## config.mk

```make
export PLATFORM = sky130hd
export DESIGN_NAME = uart_tx
export DESIGN_NICKNAME = d
export VERILOG_FILES = /design/src/rtl/uart_tx.sv
export SDC_FILE = /design/constraint.sdc
export NUM_CORES = 1
export LEC_CHECK = 0
export CAP_MARGIN = 15
export CORE_AREA = 8 8 69 95
export CTS_CLUSTER_SIZE = 30
export DETAILED_ROUTE_END_ITERATION = 10
export DIE_AREA = 0 0 77 103
export HOLD_SLACK_MARGIN = 0.08
export MAX_ROUTING_LAYER = met4
export PLACE_DENSITY = 0.84
export SYNTH_ARGS = -nofsm -noshare
export SYNTH_HDL_FRONTEND = slang
export SYNTH_SLANG_ARGS = --single-unit
```

## constraint.sdc

```tcl
create_clock -name CLK -period 5.55 [get_ports CLK]
set_input_delay 1.3875 -clock CLK [delete_from_list [all_inputs] [get_ports CLK]]
set_output_delay 1.3875 -clock CLK [all_outputs]
set_load 0.03 [all_outputs]
```

## src/rtl/uart_tx.sv

```systemverilog
// UART transmitter: 4-entry byte FIFO feeding an 8N1 serializer with
// OVS clocks per bit and GAP idle bit periods after each stop bit.
module uart_tx #(
    parameter int unsigned OVS = 16,
    parameter int unsigned GAP = 1
) (
    input  logic       CLK,
    input  logic       RST,
    input  logic [7:0] DIN,
    input  logic       WR,
    output logic       FULL,
    output logic       BUSY,
    output logic       OVF,
    output logic       TX
);
    localparam int unsigned TICK_W = $clog2(OVS);
    localparam int unsigned GAP_W  = 4;
    localparam int unsigned CNT_W  = 3;
    localparam logic [TICK_W-1:0] TICK_LAST = TICK_W'(OVS - 1);
    localparam logic [GAP_W-1:0]  GAP_LAST  = GAP_W'((GAP != 0) ? GAP - 1 : 0);
    localparam logic [CNT_W-1:0]  DEPTH     = CNT_W'(4);

    typedef enum logic [2:0] {
        S_IDLE,
        S_START,
        S_DATA,
        S_STOP,
        S_GAPW
    } state_t;

    state_t            state, state_n;
    logic [TICK_W-1:0] tick, tick_n;
    logic [2:0]        bit_idx, bit_n;
    logic [GAP_W-1:0]  gap_cnt, gap_n;
    logic [7:0]        shift, shift_n;
    logic              tx_n;
    logic              ovf_n;

    logic [7:0]        mem [4];
    logic [1:0]        rd_ptr, wr_ptr;
    logic [CNT_W-1:0]  count, count_n;

    logic              push_c, pop_c, frame_end_c, tick_last_c;

    // Next-state, FIFO handshake and serial-line value
    always_comb begin
        state_n     = state;
        tick_n      = tick;
        bit_n       = bit_idx;
        gap_n       = gap_cnt;
        shift_n     = shift;
        tx_n        = TX;
        pop_c       = 1'b0;
        frame_end_c = 1'b0;
        tick_last_c = (tick == TICK_LAST);

        case (state)
            S_IDLE: begin
                tx_n = 1'b1;
            end
            S_START: begin
                if (tick_last_c) begin
                    state_n = S_DATA;
                    tick_n  = '0;
                    bit_n   = '0;
                    tx_n    = shift[0];
                end else begin
                    tick_n = TICK_W'(tick + 1'b1);
                end
            end
            S_DATA: begin
                if (tick_last_c) begin
                    tick_n = '0;
                    if (bit_idx == 3'd7) begin
                        state_n = S_STOP;
                        tx_n    = 1'b1;
                    end else begin
                        shift_n = {1'b0, shift[7:1]};
                        bit_n   = 3'(bit_idx + 3'd1);
                        tx_n    = shift[1];
                    end
                end else begin
                    tick_n = TICK_W'(tick + 1'b1);
                end
            end
            S_STOP: begin
                if (tick_last_c) begin
                    tick_n = '0;
                    if (GAP != 0) begin
                        state_n = S_GAPW;
                        gap_n   = '0;
                    end else begin
                        frame_end_c = 1'b1;
                    end
                end else begin
                    tick_n = TICK_W'(tick + 1'b1);
                end
            end
            S_GAPW: begin
                if (tick_last_c) begin
                    tick_n = '0;
                    if (gap_cnt == GAP_LAST) begin
                        frame_end_c = 1'b1;
                    end else begin
                        gap_n = GAP_W'(gap_cnt + 1'b1);
                    end
                end else begin
                    tick_n = TICK_W'(tick + 1'b1);
                end
            end
            default: begin
                state_n = S_IDLE;
                tx_n    = 1'b1;
            end
        endcase

        // A queued byte starts its frame straight away, even from the last gap/stop cycle
        if ((state == S_IDLE || frame_end_c) && count != '0) begin
            pop_c   = 1'b1;
            shift_n = mem[rd_ptr];
            tx_n    = 1'b0;
            tick_n  = '0;
            state_n = S_START;
        end else if (frame_end_c) begin
            state_n = S_IDLE;
            tx_n    = 1'b1;
        end

        // Fullness is judged before this edge's pop, so a write racing a pop is dropped
        push_c  = WR && (count != DEPTH);
        ovf_n   = OVF || (WR && (count == DEPTH));
        count_n = CNT_W'(count + CNT_W'(push_c) - CNT_W'(pop_c));
    end

    // State, counters, pointers and registered outputs
    always_ff @(posedge CLK) begin
        if (RST) begin
            state   <= S_IDLE;
            tick    <= '0;
            bit_idx <= '0;
            gap_cnt <= '0;
            shift   <= '0;
            rd_ptr  <= '0;
            wr_ptr  <= '0;
            count   <= '0;
            TX      <= 1'b1;
            FULL    <= 1'b0;
            BUSY    <= 1'b0;
            OVF     <= 1'b0;
        end else begin
            state   <= state_n;
            tick    <= tick_n;
            bit_idx <= bit_n;
            gap_cnt <= gap_n;
            shift   <= shift_n;
            count   <= count_n;
            TX      <= tx_n;
            OVF     <= ovf_n;
            FULL    <= (count_n == DEPTH);
            BUSY    <= (state_n != S_IDLE) || (count_n != '0);
            if (push_c) wr_ptr <= 2'(wr_ptr + 2'd1);
            if (pop_c)  rd_ptr <= 2'(rd_ptr + 2'd1);
        end
    end

    // FIFO storage; contents are meaningless once count is cleared
    always_ff @(posedge CLK) begin
        if (!RST && push_c) mem[wr_ptr] <= DIN;
    end

endmodule

```

==> impl_metrics.csv <==
group,metric,value,unit
status,outcome,"complete, no violations",
power_and_ir_drop,pwr-share-seq,0.439,
clock_network,cts_buffer_depth,2,
sta,final-hold-violation-count,0,
yosys,synth_xor_area_frac,0.01777,
yosys,synth_edf_count,32,
sta,drv_slew,0,
detailed_routing,dr.first_iter.drc_count,169,
critical_path,slowest_delay,670,ps
cells_and_area,fin_area,3367,um^2
sta,tightest_slew,800.4,ps
yosys,syn-cell-area,2957,um^2
power_and_ir_drop,p_clk_frac,0.306,
power_and_ir_drop,pwr_density_cell,452.7,nW/um^2
sta,fin_tns_setup,0,ps
floorplanning,start_util,0.5775,
critical_path,path_depth,11,
critical_path,cp_max_fo,12,
floorplanning,core,5120,um^2
critical_path,crit_type,"reg2reg",
yosys,yosys_warnings,0,
yosys,synth_commonest_cells,"dfxtp_1, edfxtp_1, a21oi_1, nand2_1, nor2_1",
floorplanning,die_w,77,um
critical_path,crit_family,"simple AND/OR/NAND/NOR gates",
critical_path,critPathBufInv,0,
global_routing,grt_pass1_wl,8.859,mm
detailed_routing,avgViaCountPerCell,5.915,
yosys,async_flop_share,0,
placed_design,post_dp_cell_area,3136,um^2
detailed_routing,wl_per_cell,15.79,um
critical_path,cp_cell_sequence,"ha_1 > and3_1 > a21boi_1 > nor2_1 > xnor2_1 > ha_1 > fa_1 > xnor2_1 > xnor2_1 > and2_1 > nor3b_1",
critical_path,arrival,3740,ps
detailed_routing,drt_pass1_iterations,4,
clock_network,cts_resized,0,
power_and_ir_drop,p_leak,1.153,nW
clock_network,clk-insertion-delay-late,350,ps
cells_and_area,seq_area,1662,um^2
cells_and_area,n_fill_cell,401,
sta,rsz0062_at_grt,"false",
sta,setup_viol,0,
clock_network,cts_htree_levels,3,
global_routing,grt_overflow_total,0,
yosys,synth_fa_ha_area_frac,0.04909,
yosys,syn-num-nets,265,
yosys,yosysMostFrequentCell,"dfxtp_1",
critical_path,cp-end-kind,"register",
yosys,synth.avg_cell_area,12.17,um^2
detailed_routing,vias,1940,
cells_and_area,n_antenna_cell,0,
yosys,ys_types,54,
min_path,hp-class,"reg2reg",
floorplanning,rows,31,
sta,min_period,3466,ps
detailed_routing,drc,0,
detailed_routing,totalWireLength,5.178,mm
placed_design,port_buffers,14,
global_routing,track_usage,0.1475,
cells_and_area,syn_to_final_growth,13.88,%
cells_and_area,drive_above_1_share,0.1260,
sta,relSlewSlack,0.4653,
placed_design,gp_congestion,0.8464,
min_path,holdPathStages,2,
global_routing,grt_pass1_vias,1911,
yosys,synth_top_flop_cell,"dfxtp_1",
floorplanning,io_pins,15,
sta,timing.final.crit_share,0.6245,
power_and_ir_drop,vdd_drop_max,0.0003143,V
yosys,yosysTopAreaCellShare,0.3250,
yosys,synthMuxAreaShare,0.08548,
critical_path,rrSetupSlack,2080,ps
placed_design,detailed_place_hpwl,3.484,mm
clock_network,path_clk_slew,80,ps
global_routing,antenna_found_initial,0,
power_and_ir_drop,p_sw,0.4692,mW
yosys,synth_compound_area_frac,0.1244,
power_and_ir_drop,power,1.524,mW
critical_path,critical-path-slowest-cell,"a21boi_1",
power_and_ir_drop,p_sw_frac,0.3079,
sta,clock.fmax,288.5,MHz
floorplanning,fp.dieH,103,um
floorplanning,die_area,7931,um^2
clock_network,cts_sinks,67,
cells_and_area,multiInputGateArea,1202,um^2
detailed_routing,final_antenna_net_count,0,
clock_network,ctsHoldBuffers,0,
clock_network,numCtsBuffers,9,
critical_path,crit_top_cell,"xnor2_1",
flow_run,max_cap_violations,0,
yosys,yosysSeqAreaShare,0.5620,
yosys,synth_seq_cells,67,
yosys,synth_cells,243,
power_and_ir_drop,combPwrFrac,0.256,
clock_network,tritoncts,"yes",
yosys,synth_top_family_by_area,"simple AND/OR/NAND/NOR gates",
sta,hold_slack,463.6,ps
yosys,ys_top_cells_by_area,"edfxtp_1, dfxtp_1, mux4_2",
global_routing,grt_max_degree,32,
yosys,synthSimpleGateAreaFrac,0.1299,
critical_path,r2r_cells,11,
critical_path,required,5830,ps
cells_and_area,final_nets,279,
critical_path,startpoint_type,"register",
clock_network,root_buffer,"clkbuf_8",
clock_network,postCtsSetupBuffers,0,
sta,skew,8.825,ps
power_and_ir_drop,p_int,1.055,mW
yosys,yosysTopAreaCell,"edfxtp_1",
## power groups by stage
stage	clock, mW	combinational, mW	sequential (mW)
detailed placement	0	0.385	0.678
global placement	0	0.376	0.676
global route	0.498	0.431	0.681
CTS	0.478	0.391	0.669
floorplan	0	0.307	0.656
finish	0.466	0.390	0.669
## layer usage
metal,vias to the layer above,track usage,share of wire
met4,0,0.09475,0.024
met1,934,0.1426,0.40
met3,12,0.03927,0.036
met5,-,-,0
li1,949,-,-
met2,45,0.2584,0.54
## state kept, by name (all words and copies together), names as in the netlist, 2 cells and up, named ones only
register and count:
bit_idx 3, count 3, gap_cnt 4, mem 32, rd_ptr 2, shift 8, state 3, tick 4
wr_ptr 2
## worst paths after layout
| check | from | to |
|---|---|---|
| max | tick[0] | FULL |
| min | bit_idx[2] | bit_idx[2] |
| max reg2reg | tick[0] | FULL |
| min reg2reg | bit_idx[2] | bit_idx[2] |
## logic make-up (layout without fill, tap and decap cells)
family / Yosys count / after routing
multiplexers: 15 / 15
flip-flops: 67 / 67
buffers and inverters: 22 / 41
AND/OR/NAND/NOR: 69 / 69
adder cells (fa/ha/maj): 11 / 11
AO/OA/AOI/OAI: 53 / 53
XOR/XNOR: 6 / 6
## worst register-to-register path: stages, from the launching register on
cell and delay, ps:
dfxtp_1 350, ha_1 280, and3_1 290, a21boi_1 680, nor2_1 330, xnor2_1 220
ha_1 210, fa_1 380, xnor2_1 190, xnor2_1 160, and2_1 160, nor3b_1 160
## stage by stage
stage / setup slack, ps / utilization / instances
floorplan: 2539 / - / 243
global placement: 1993 / 0.6124 / 312
detailed placement: 1924 / 0.6124 / 312
CTS: 2112 / 0.6576 / 328
global route: 1710 / 0.6576 / 328
finish: 2084 / 0.6576 / 328
## final cells by class
cell class,instances,share of cell area
clock inverter,7,0.03196
clock buffer,9,0.03679
inverter,9,0.01003
timing repair buffer,16,0.04608
tap,66,0.02453
sequential,67,0.4935
multi-input combinational,154,0.3571
## layout by cell type, fill, tap and decap left out, drive strengths merged, types with 9 or more instances in the layout
master	n
clkbuf	9
ha	10
nor2	11
nand2	12
nor3	10
dfxtp	35
clkdlybuf4s50	14
edfxtp	32
inv	13
a21oi	14
(Power assumes the default switching activity.)
